--- src/rtl/pipe_pkg.sv ---
`default_nettype none
// ============================================================================
// Module      : pipe_pkg
// Description : Shared opcode constants, field widths and the mult/div FSM
//               state encoding for the pipeline hazard/stall controller.
// Revision    : 1.0 - initial release
// ============================================================================
package pipe_pkg;

   localparam int unsigned REG_W        = 5;   // register-specifier width
   localparam int unsigned OP_W         = 5;   // opcode width
   localparam int unsigned MD_CNT_W     = 6;   // holds MD_LATENCY-2 up to 62
   localparam int unsigned STALL_CNT_W  = 16;

   localparam logic [OP_W-1:0] C_LW_OP     = 5'b01000;
   localparam logic [OP_W-1:0] C_OP_RTYPE  = 5'b00000;
   localparam logic [OP_W-1:0] C_MD_ALU_OP = 5'b00110; // mult/div ALU op

   typedef enum logic [1:0] {
      ST_IDLE    = 2'd0,
      ST_MD_BUSY = 2'd1,
      ST_MD_DONE = 2'd2
   } state_t;

endpackage : pipe_pkg
`default_nettype wire

--- src/rtl/md_counter.sv ---
`default_nettype none
// ============================================================================
// Module      : md_counter
// Description : Loadable down-counter with a zero flag, used to time the
//               mult/div occupancy of the execute stage. Stops at zero.
// Ports       : clock, reset_n   - clock / async active-low reset
//               load_i, load_val_i - synchronous load (wins over decrement)
//               dec_i            - decrement by one when non-zero
//               zero_o           - count is zero
// Revision    : 1.0 - initial release
// ============================================================================
module md_counter #(
   parameter int unsigned WIDTH = 6
) (
   input  logic             clock,
   input  logic             reset_n,
   input  logic             load_i,
   input  logic [WIDTH-1:0] load_val_i,
   input  logic             dec_i,
   output logic             zero_o
);

   logic [WIDTH-1:0] count_q;
   logic [WIDTH-1:0] count_d;

   always_comb begin
      count_d = count_q;
      if (load_i) begin
         count_d = load_val_i;
      end else if (dec_i && (count_q != '0)) begin
         count_d = count_q - WIDTH'(1);
      end
   end

   always_ff @(posedge clock or negedge reset_n) begin
      if (!reset_n) begin
         count_q <= '0;
      end else begin
         count_q <= count_d;
      end
   end

   assign zero_o = (count_q == '0);

endmodule : md_counter
`default_nettype wire

--- src/rtl/pipeline_ctrl.sv ---
`default_nettype none
// ============================================================================
// Module      : pipeline_ctrl
// Description : Pipeline hazard and stall controller. Detects load-use
//               hazards, applies branch flushes, and sequences a multi-cycle
//               mult/div through IDLE -> MD_BUSY -> MD_DONE. Counts stall
//               cycles in a saturating counter.
// Ports       : clock, reset_n              - clock / async active-low reset
//               opcode_FD, rs_FD, rt_FD     - F/D latch fields
//               opcode_DX, rd_DX            - D/X latch fields
//               md_start, branch_taken_X    - execute-stage events
//               stall_F, stall_D, bubble_DX, hold_X, flush_FD, flush_DX
//                                           - pipeline control
//               md_busy, md_done            - mult/div status
//               stall_cnt                   - saturating stall-cycle count
// Revision    : 1.0 - initial release
// ============================================================================
module pipeline_ctrl
   import pipe_pkg::*;
#(
   parameter int unsigned     MD_LATENCY = 32,        // legal range 2..64
   parameter logic [OP_W-1:0] LW_OP      = C_LW_OP,
   parameter logic [OP_W-1:0] OP_RTYPE   = C_OP_RTYPE
) (
   input  logic                   clock,
   input  logic                   reset_n,
   input  logic [OP_W-1:0]        opcode_FD,
   input  logic [REG_W-1:0]       rs_FD,
   input  logic [REG_W-1:0]       rt_FD,
   input  logic [OP_W-1:0]        opcode_DX,
   input  logic [REG_W-1:0]       rd_DX,
   input  logic                   md_start,
   input  logic                   branch_taken_X,
   output logic                   stall_F,
   output logic                   stall_D,
   output logic                   bubble_DX,
   output logic                   hold_X,
   output logic                   flush_FD,
   output logic                   flush_DX,
   output logic                   md_busy,
   output logic                   md_done,
   output logic [STALL_CNT_W-1:0] stall_cnt
);

   // Busy phase runs count MD_LATENCY-2 .. 0 inclusive, i.e. MD_LATENCY-1
   // cycles, so MD_DONE lands MD_LATENCY cycles after the md_start cycle.
   localparam logic [MD_CNT_W-1:0] C_MD_LOAD = MD_CNT_W'(MD_LATENCY - 2);

   state_t state_q;
   state_t state_d;

   logic w_lu;
   logic w_cnt_load;
   logic w_cnt_dec;
   logic w_cnt_zero;
   logic w_stall;
   logic w_bubble;
   logic w_hold;
   logic w_flush;
   logic w_busy;
   logic w_done;

   logic [STALL_CNT_W-1:0] stall_cnt_q;
   logic [STALL_CNT_W-1:0] stall_cnt_d;

   // Load-use: a load in D/X writes a register the F/D instruction reads.
   // rt is only a source for R-type; r0 never creates a dependency.
   assign w_lu = (opcode_DX == LW_OP) && (rd_DX != '0) &&
                 ((rd_DX == rs_FD) || ((opcode_FD == OP_RTYPE) && (rd_DX == rt_FD)));

   always_comb begin
      state_d    = state_q;
      w_cnt_load = 1'b0;
      w_cnt_dec  = 1'b0;
      w_stall    = 1'b0;
      w_bubble   = 1'b0;
      w_hold     = 1'b0;
      w_flush    = 1'b0;
      w_busy     = 1'b0;
      w_done     = 1'b0;
      case (state_q)
         ST_IDLE: begin
            w_flush = branch_taken_X;
            if (md_start) begin
               state_d    = ST_MD_BUSY;
               w_cnt_load = 1'b1;
            end else if (w_lu && !branch_taken_X) begin
               w_stall  = 1'b1;
               w_bubble = 1'b1;
            end
         end
         ST_MD_BUSY: begin
            // The mult/div owns X, so any branch_taken_X here is ignored.
            w_stall   = 1'b1;
            w_hold    = 1'b1;
            w_busy    = 1'b1;
            w_cnt_dec = 1'b1;
            if (w_cnt_zero) begin
               state_d = ST_MD_DONE;
            end
         end
         ST_MD_DONE: begin
            w_done  = 1'b1;
            w_flush = branch_taken_X;
            state_d = ST_IDLE;
         end
         default: begin
            state_d = ST_IDLE;
         end
      endcase
   end

   always_ff @(posedge clock or negedge reset_n) begin
      if (!reset_n) begin
         state_q <= ST_IDLE;
      end else begin
         state_q <= state_d;
      end
   end

   md_counter #(
      .WIDTH (MD_CNT_W)
   ) u_md_counter (
      .clock      (clock),
      .reset_n    (reset_n),
      .load_i     (w_cnt_load),
      .load_val_i (C_MD_LOAD),
      .dec_i      (w_cnt_dec),
      .zero_o     (w_cnt_zero)
   );

   // Combinational outputs are forced low while reset is held, since the
   // hazard term depends only on inputs and would otherwise leak through.
   assign stall_F   = reset_n & w_stall;
   assign stall_D   = reset_n & w_stall;
   assign bubble_DX = reset_n & w_bubble;
   assign hold_X    = reset_n & w_hold;
   assign flush_FD  = reset_n & w_flush;
   assign flush_DX  = reset_n & w_flush;
   assign md_busy   = reset_n & w_busy;
   assign md_done   = reset_n & w_done;

   always_comb begin
      stall_cnt_d = stall_cnt_q;
      if (stall_F && (stall_cnt_q != {STALL_CNT_W{1'b1}})) begin
         stall_cnt_d = stall_cnt_q + STALL_CNT_W'(1);
      end
   end

   always_ff @(posedge clock or negedge reset_n) begin
      if (!reset_n) begin
         stall_cnt_q <= '0;
      end else begin
         stall_cnt_q <= stall_cnt_d;
      end
   end

   assign stall_cnt = stall_cnt_q;

endmodule : pipeline_ctrl
`default_nettype wire

--- config.mk ---
export PLATFORM = sky130hd
export DESIGN_NAME = pipeline_ctrl
export DESIGN_NICKNAME = d
export VERILOG_FILES = /design/src/rtl/pipe_pkg.sv /design/src/rtl/md_counter.sv /design/src/rtl/pipeline_ctrl.sv
export SDC_FILE = /design/constraint.sdc
export NUM_CORES = 1
export LEC_CHECK = 0
export CELL_PAD_IN_SITES_DETAIL_PLACEMENT = 1
export CELL_PAD_IN_SITES_GLOBAL_PLACEMENT = 1
export CORE_ASPECT_RATIO = 1.4
export CORE_UTILIZATION = 29
export CTS_CLUSTER_DIAMETER = 50
export DETAILED_ROUTE_END_ITERATION = 12
export HOLD_SLACK_MARGIN = 0.15
export PLACE_DENSITY_LB_ADDON = 0.15
export SYNTH_ARGS = -nofsm -noshare
export SYNTH_HDL_FRONTEND = slang
export SYNTH_HIERARCHICAL = 1
export SYNTH_SLANG_ARGS = --single-unit
--- constraint.sdc ---
create_clock -name clock -period 5.4 [get_ports clock]
set_input_delay 1.62 -clock clock [delete_from_list [all_inputs] [get_ports clock]]
set_output_delay 1.62 -clock clock [all_outputs]
set_load 0.05 [all_outputs]
==> results.toml, run 1 <==
[critical_path]
cp_data_required_time_ns = 3.78
setup.worst_path.start_class = "primary input"
worst-setup-path-type = "in2out"
rrSetupSlack_ns = 2.96
crit_fanout = 3
setup.worst_path.end = "stall_F"
crit_start = "opcode_FD[1]"
r2r-start = "stall_cnt[0]"
timing.rr.end = "stall_cnt[3]"
ff2ff_path_depth = 7
endpoint_kind = "output port"
worstPathArrival_ns = 3.64

[grt]
track_usage = 0.159
use_met2 = 0.297
grt_pass1_wl_um = 6450
grt-ovfl-total = 0
grt_pass1_vias = 1403
use_met1 = 0.180
grt_max_degree = 26
grt-busiest-layer = "met2"
antenna_found_initial = 0
grt_util_met3 = 0.0196

[final_layout]
final_cell_mix = "44 x clkdlybuf4s50_1, 24 x dfrtp_1, 18 x xor2_1"
antennaDiodeCount = 0
drive_gt1_frac = 0.0962
fillCellCount = 531
final_cells = 272
final_common_cell = "clkdlybuf4s50_1"
layout.nets = 241
area_growth_pct = 50.8

[detailed_routing]
drt-initial-drc-count = 45
ant_nets = 0
dr.pass1.iters = 4
vias_per_cell = 4.76
num_vias = 1294
wl_per_cell_um = 13.8
wl_um = 3740
drcViolationCount = 0

[yosys]
avgSynthCellArea_um2 = 9.58
async_flop_share = 1.00
ys_seq_area_frac = 0.412
ys_ff_latch = 24
synth.distinct_cells = 44
synth_cells = 152
yosysWarnings = 6
synth_area_um2 = 1460
ys.flop_type = "dfrtp_1"
synth-edff-count = 0

[pwr]
clock_power_share = 0.171
switching_power_w = 0.000384
swShare = 0.422
p_comb_frac = 0.513
p_per_area_nw_per_um2 = 415
p_leak_nw = 0.949
peakVddDrop_mv = 0.226
seqPwrFrac = 0.316
power.internal_w = 0.000526

[clock_network]
cts-root-buf = "clkbuf_8"
cts_buffers = 3
ctsHtreeMaxLevel = 1
cts_setup_buffers = 0
postCtsHoldBufs = 0
clk_transition_reported_paths_ns = 0.08
clk_latency_ns = 0.26
clkSinkCount = 24
cts_buffer_depth = 2
cts_tree = "yes"
cts_resized = 0

[die]
die_area_um2 = 5310
die_w_um = 61.9
coreArea_um2 = 4840
io_pins = 53
fp.dieH_um = 85.9
start_util = 0.301
rows = 30

[placement]
post-place-ws_ns = 0.141
dp_hpwl_um = 2990
numPortBuffers = 52
gp_congestion = 0.729
dp.cells = 268

[sta]
drv_slew = 0
finalCritPeriodShare = 0.974
setup_viol = 0
worst_slack_ns = 0.142
finalHoldViolCount = 0
fmax_mhz = 190
rsz0062_at_grt = "no"
worst_slew_margin_rel = 0.476
final.min_clock_period_ns = 5.26
setup_tns_ns = 0
worst_pin_slew_ns = 0.781
finalClockSkew_ns = 0.0105

[status]
status = "complete, no violations"

[hold_path]
hold_class = "reg2reg"
hold_start = "stall_cnt[15]"

[flow_run]
max_cap_violations = 0
[cells by family (layout without fill, tap and decap cells)]
logic type | count (synthesis) | count (layout) | share of synthesized area
xor+xnor | 25 | 25 | 0.150
other cells | 2 | 6 | 0.00516
compound gates | 17 | 17 | 0.0911
flops | 24 | 24 | 0.412
fa+ha+maj | 3 | 3 | 0.0258
simple gates | 65 | 65 | 0.255
mux | 1 | 1 | 0.00773
buf+inv | 15 | 67 | 0.0524
[sequential cells by signal, summed over array words and instances (netlist names)]
register              cells
stall_cnt                16
state_q                   2
u_md_counter/count_q      6
[metal layers]
layer,vias to the layer above,share of wire
met5,-,0
met4,0,0.0072
met2,22,0.57
met1,635,0.39
li1,635,-
met3,2,0.031
[cells in the mapped netlist, types with 2 or more instances]
cell	count	area, µm²
o31ai_1	2	15.0
or4_1	4	30.0
a31oi_1	2	12.5
nor3_1	6	30.0
nor2b_1	2	12.5
inv_1	9	33.8
xor2_1	18	158
nand4_1	5	31.3
nand2_1	9	33.8
buf_4	3	22.5
o211ai_1	2	15.0
nor4_1	2	12.5
xnor2_1	7	61.3
o2111ai_1	2	17.5
and2_1	3	18.8
a21oi_1	2	10.0
nor2_1	12	45.0
dfrtp_1	24	601
nor3b_1	2	15.0
or3b_1	2	17.5
nand3_1	8	40.0
ha_1	3	37.5
conb_1	2	7.51
[cell type report]
type                       instances  area (µm²)  share of cell area
clock buffer                       3        41.3              0.0188
timing repair buffer              54         616               0.280
sequential                        24         601               0.274
clock inverter                     1        30.0              0.0137
tap                               64        80.1              0.0365
inverter                           9        33.8              0.0154
multi-input combinational        117         795               0.362
[how the worst min path moves through the flow]
| stage | to | depth (start not counted) | slack (ns) |
|---|---|---|---|
| 6_report | stall_cnt[15] | 1 | 0.50 |
| 3_5_place_dp | stall_cnt[15] | 1 | 0.50 |
| 2_1_floorplan | u_md_counter/count_q[4] | 2 | 0.53 |
| 4_1_cts | stall_cnt[15] | 1 | 0.51 |
| 5_1_grt | stall_cnt[15] | 1 | 0.52 |
| 3_3_place_gp | stall_cnt[8] | 1 | 0.48 |
[worst max-delay path: stages]
cell	delay (ns)
clkdlybuf4s50_1	0.39
or4_1	0.51
nor4_1	0.22
nand4_1	0.15
a221o_1	0.38
nand2_1	0.19
buf_12	0.17
[stage by stage]
step | utilization | area, µm² | hold WS, ns | total power [W]
finish | 0.453 | 2200 | 0.504 | 0.000910
global route | 0.453 | 2200 | 0.515 | 0.000977
CTS | 0.453 | 2200 | 0.510 | 0.000924
global placement | 0.439 | 2120 | 0.481 | 0.000747
detailed placement | 0.439 | 2120 | 0.497 | 0.000764
floorplan | - | 1470 | 0.529 | 0.000594
[power by group through the flow]
stage	sequential, W	clock [W]	combinational [W]
2_1_floorplan	0.000361	0	0.000234
3_3_place_gp	0.000287	0	0.000460
3_5_place_dp	0.000293	0	0.000471
4_1_cts	0.000289	0.000162	0.000473
5_1_grt	0.000299	0.000170	0.000508
6_report	0.000288	0.000156	0.000467
No activity file was read; power rests on OpenSTA's default activity.
==> inputs of run 2 (changes only) <==
Settings changed: CORE_ASPECT_RATIO 1.4 to not set, DONT_BUFFER_PORTS set to 1.
==> results.toml, run 2 (synthesis gave the netlist of run 1 again) <==
[status]
status = "complete, no violations"

[final_layout]
antennaDiodeCount = 0
drive_gt1_frac = 0.0828
fillCellCount = 572
final_common_cell = "dfrtp_1"
largest_reg_flops = 16
final_cell_mix = "24 x dfrtp_1, 18 x xor2_1, 12 x nor2_1"
area_growth_pct = 10.3
layout.nets = 190

[sta]
worst_slew_margin_rel = 0.449
setup_viol = 0
fmax_mhz = 206
setup_tns_ns = 0
finalCritPeriodShare = 0.897
rsz0062_at_grt = "no"
worst_pin_slew_ns = 0.826
final.min_clock_period_ns = 4.84
finalHoldViolCount = 0
finalClockSkew_ns = 0.00232
worst_slack_ns = 0.556
drv_slew = 0

[detailed_routing]
wl_um = 3270
ant_nets = 0
wl_per_cell_um = 14.6
num_vias = 1101
drcViolationCount = 0
vias_per_cell = 4.92
drt-initial-drc-count = 46
dr.pass1.iters = 4

[die]
fp.dieH_um = 72.9
start_util = 0.304
rows = 25
die_area_um2 = 5310
io_pins = 53
die_w_um = 72.9
coreArea_um2 = 4790

[pwr]
swShare = 0.457
p_leak_nw = 0.718
peakVddDrop_mv = 0.239
switching_power_w = 0.000364
clock_power_share = 0.201
p_comb_frac = 0.333
seqPwrFrac = 0.466
p_per_area_nw_per_um2 = 496
power.internal_w = 0.000433

[clock_network]
cts_resized = 0
clk_latency_ns = 0.27
cts_setup_buffers = 0
clkSinkCount = 24
cts_buffer_depth = 2
postCtsHoldBufs = 0
ctsHtreeMaxLevel = 1
clk_transition_reported_paths_ns = 0.09
cts_buffers = 3
cts_tree = "yes"
cts-root-buf = "clkbuf_8"

[placement]
dp_hpwl_um = 2470
post-place-ws_ns = 0.553
numPortBuffers = 0
gp_congestion = 0.718

[hold_path]
hold_class = "reg2reg"

[grt]
antenna_found_initial = 0
grt_pass1_vias = 1171
grt_pass1_wl_um = 5570
track_usage = 0.136
grt-ovfl-total = 0
grt_max_degree = 27

[critical_path]
worst-setup-path-type = "in2out"
setup.worst_path.start_class = "primary input"
endpoint_kind = "output port"
crit_fanout = 3
worstPathArrival_ns = 3.22
cp_data_required_time_ns = 3.78

[flow_run]
max_cap_violations = 0
[run 2: metrics by stage]
| step | total power, W | instances | area (µm²) | hold WS (ns) | utilization |
|---|---|---|---|---|---|
| 2_1_floorplan | 0.000594 | 156 | 1470 | 0.529 | - |
| 3_3_place_gp | 0.000632 | 220 | 1540 | 0.557 | 0.321 |
| 3_5_place_dp | 0.000645 | 220 | 1540 | 0.571 | 0.321 |
| 4_1_cts | 0.000810 | 224 | 1610 | 0.585 | 0.336 |
| 5_1_grt | 0.000854 | 224 | 1610 | 0.617 | 0.336 |
| 6_report | 0.000797 | 224 | 1610 | 0.585 | 0.336 |
[run 2: power groups by stage]
| stage | registers (W) | logic (W) | clock network (W) |
|---|---|---|---|
| after floorplan | 0.000361 | 0.000234 | 0 |
| final | 0.000372 | 0.000265 | 0.000160 |
| after CTS | 0.000373 | 0.000268 | 0.000169 |
| after detailed placement | 0.000377 | 0.000268 | 0 |
| after global routing | 0.000384 | 0.000298 | 0.000172 |
| after global placement | 0.000375 | 0.000257 | 0 |
[run 2: worst max-delay path, cell delays in order]
cell     delay (ns)
or4_1          0.51
nor4_1         0.20
nand4_1        0.13
a221o_1        0.38
nand2_1        0.09
buf_4          0.29
[run 2: path summary, 6_finish.rpt]
check / from / endpoint / slack [ns] / depth (start not counted)
setup / recovery: opcode_FD[1] / stall_D / 0.56 / 6
hold / removal: u_md_counter/count_q[4] / u_md_counter/count_q[4] / 0.58 / 2
setup reg to reg: stall_cnt[0] / stall_cnt[3] / 2.52 / 7
hold reg to reg: u_md_counter/count_q[4] / u_md_counter/count_q[4] / 0.58 / 2
max in group asynchronous: reset_n / stall_cnt[11] / 4.29 / 0
min in group asynchronous: reset_n / stall_cnt[10] / 1.03 / 0
[run 2: area by class of cell]
class                   instances  area (µm²)  area share
inverters                       9        33.8      0.0210
clock inverters                 1        30.0      0.0187
well taps                      67        83.8      0.0522
multi-input cells             117         795       0.495
repair buffers                  3        22.5      0.0140
flip-flops and latches         24         601       0.374
clock buffers                   3        41.3      0.0257
[run 2: routing by layer]
| metal | track usage | wire [µm] |
|---|---|---|
| met1 | 0.160 | 1440 |
| met2 | 0.237 | 1660 |
| met3 | 0.0387 | 143 |
| met4 | 0.0458 | 31 |
| met5 | 0 | 0 |
==> inputs of run 3 (changes only) <==
Settings changed: REMOVE_ABC_BUFFERS set to 1.
==> results.toml, run 3 (synthesis gave the netlist of run 1 again) <==
[detailed_routing]
drcViolationCount = 0
num_vias = 1098
drt-initial-drc-count = 23
wl_um = 3260
dr.pass1.iters = 4
vias_per_cell = 4.90
wl_per_cell_um = 14.6
ant_nets = 0

[critical_path]
slowest_delay_ns = 0.51
crit_fanout = 3
path_buf_inv = 1
setup.worst_path.start_class = "primary input"
worstPathArrival_ns = 3.21
worst-setup-path-type = "in2out"
worst-path-stages = 6
ff2ff_path_depth = 7
cp_data_required_time_ns = 3.78
endpoint_kind = "output port"
crit_family = "simple AND/OR/NAND/NOR gates"
crit_slowest_cell = "or4_1"
cp_cell_sequence = "or4_1 > nor4_1 > nand4_1 > a221o_1 > nand2_1 > buf_4"

[clock_network]
cts_tree = "yes"
cts-root-buf = "clkbuf_8"
clkSinkCount = 24
clk_transition_reported_paths_ns = 0.09
cts_buffers = 3
ctsHtreeMaxLevel = 1
postCtsHoldBufs = 0
cts_setup_buffers = 0
cts_buffer_depth = 2
cts_resized = 0
clk_latency_ns = 0.26

[sta]
worst_pin_slew_ns = 0.826
setup_viol = 0
finalHoldViolCount = 0
final.min_clock_period_ns = 4.83
worst_slack_ns = 0.567
fmax_mhz = 207
setup_tns_ns = 0
worst_slew_margin_rel = 0.449
finalCritPeriodShare = 0.895
drv_slew = 0
finalClockSkew_ns = 0.00398
rsz0062_at_grt = "no"

[grt]
grt_pass1_wl_um = 5310
grt_pass1_vias = 1157
grt_max_degree = 27
antenna_found_initial = 0
track_usage = 0.128
grt-ovfl-total = 0

[flow_run]
max_cap_violations = 0

[die]
start_util = 0.304
fp.dieH_um = 72.9
io_pins = 53
die_w_um = 72.9
rows = 25
coreArea_um2 = 4790
die_area_um2 = 5310

[placement]
post-place-ws_ns = 0.562
dp_hpwl_um = 2510
numPortBuffers = 0
gp_congestion = 0.702
dp.cells = 220

[final_layout]
fillCellCount = 559
antennaDiodeCount = 0
area_growth_pct = 10.3
layout.nets = 190
fin_util = 0.336
final_cells = 224
final_cell_mix = "24 x dfrtp_1, 18 x xor2_1, 12 x nor2_1"
final_common_cell = "dfrtp_1"
largest_reg_flops = 16
drive_gt1_frac = 0.0828

[pwr]
peakVddDrop_mv = 0.248
p_per_area_nw_per_um2 = 496
p_leak_nw = 0.718

[hold_path]
min_path_cells = 2
hold_class = "reg2reg"

[status]
status = "complete, no violations"
==> run 3: cell counts in the layout (fill, tap and decap cells not counted) <==
No cell type changed its count.
==> run 3: final cells by class <==
class	count	area, µm²	area share
tap	67	83.8	0.0522
clock inverter	1	30.0	0.0187
multi-input combinational	117	795	0.495
timing repair buffer	3	22.5	0.0140
clock buffer	3	41.3	0.0257
inverter	9	33.8	0.0210
sequential	24	601	0.374
==> run 3: worst min-delay path: cells and delay by family (launching register included) <==
kind | cells | cell delay, ns
AOI/OAI and AO/OA | 2 | 0.14
DFF | 1 | 0.39
==> run 3: routing by layer <==
layer,part of all wire,up-vias,track usage
met5,0,-,0
met4,0.0055,0,0.0327
met3,0.049,2,0.0249
met2,0.51,34,0.234
met1,0.43,533,0.155
li1,-,529,-
==> run 3: through the flow <==
stage	instance area, µm²	hold WS, ns	power [W]
detailed placement	1540	0.554	0.000645
finish	1610	0.568	0.000796
global placement	1540	0.551	0.000634
CTS	1610	0.575	0.000811
floorplan	1430	0.529	0.000578
global route	1610	0.631	0.000860
==> run 3: path summary, 6_finish.rpt <==
path                                    startpoint                 endpoint  slack [ns]
max in group asynchronous                  reset_n               state_q[1]        4.28
setup / recovery                      opcode_FD[1]                  stall_D        0.57
setup reg to reg                      stall_cnt[0]             stall_cnt[3]        2.50
hold / removal             u_md_counter/count_q[4]  u_md_counter/count_q[4]        0.57
min in group asynchronous                  reset_n             stall_cnt[4]        1.04
hold reg to reg            u_md_counter/count_q[4]  u_md_counter/count_q[4]        0.57
==> run 3: where the power goes <==
part / switching, W / internal [W] / total, W
sequential: 0.000140 / 0.000231 / 0.000371
combinational: 0.000164 / 0.000103 / 0.000267
clock: 0.0000591 / 0.0000990 / 0.000158
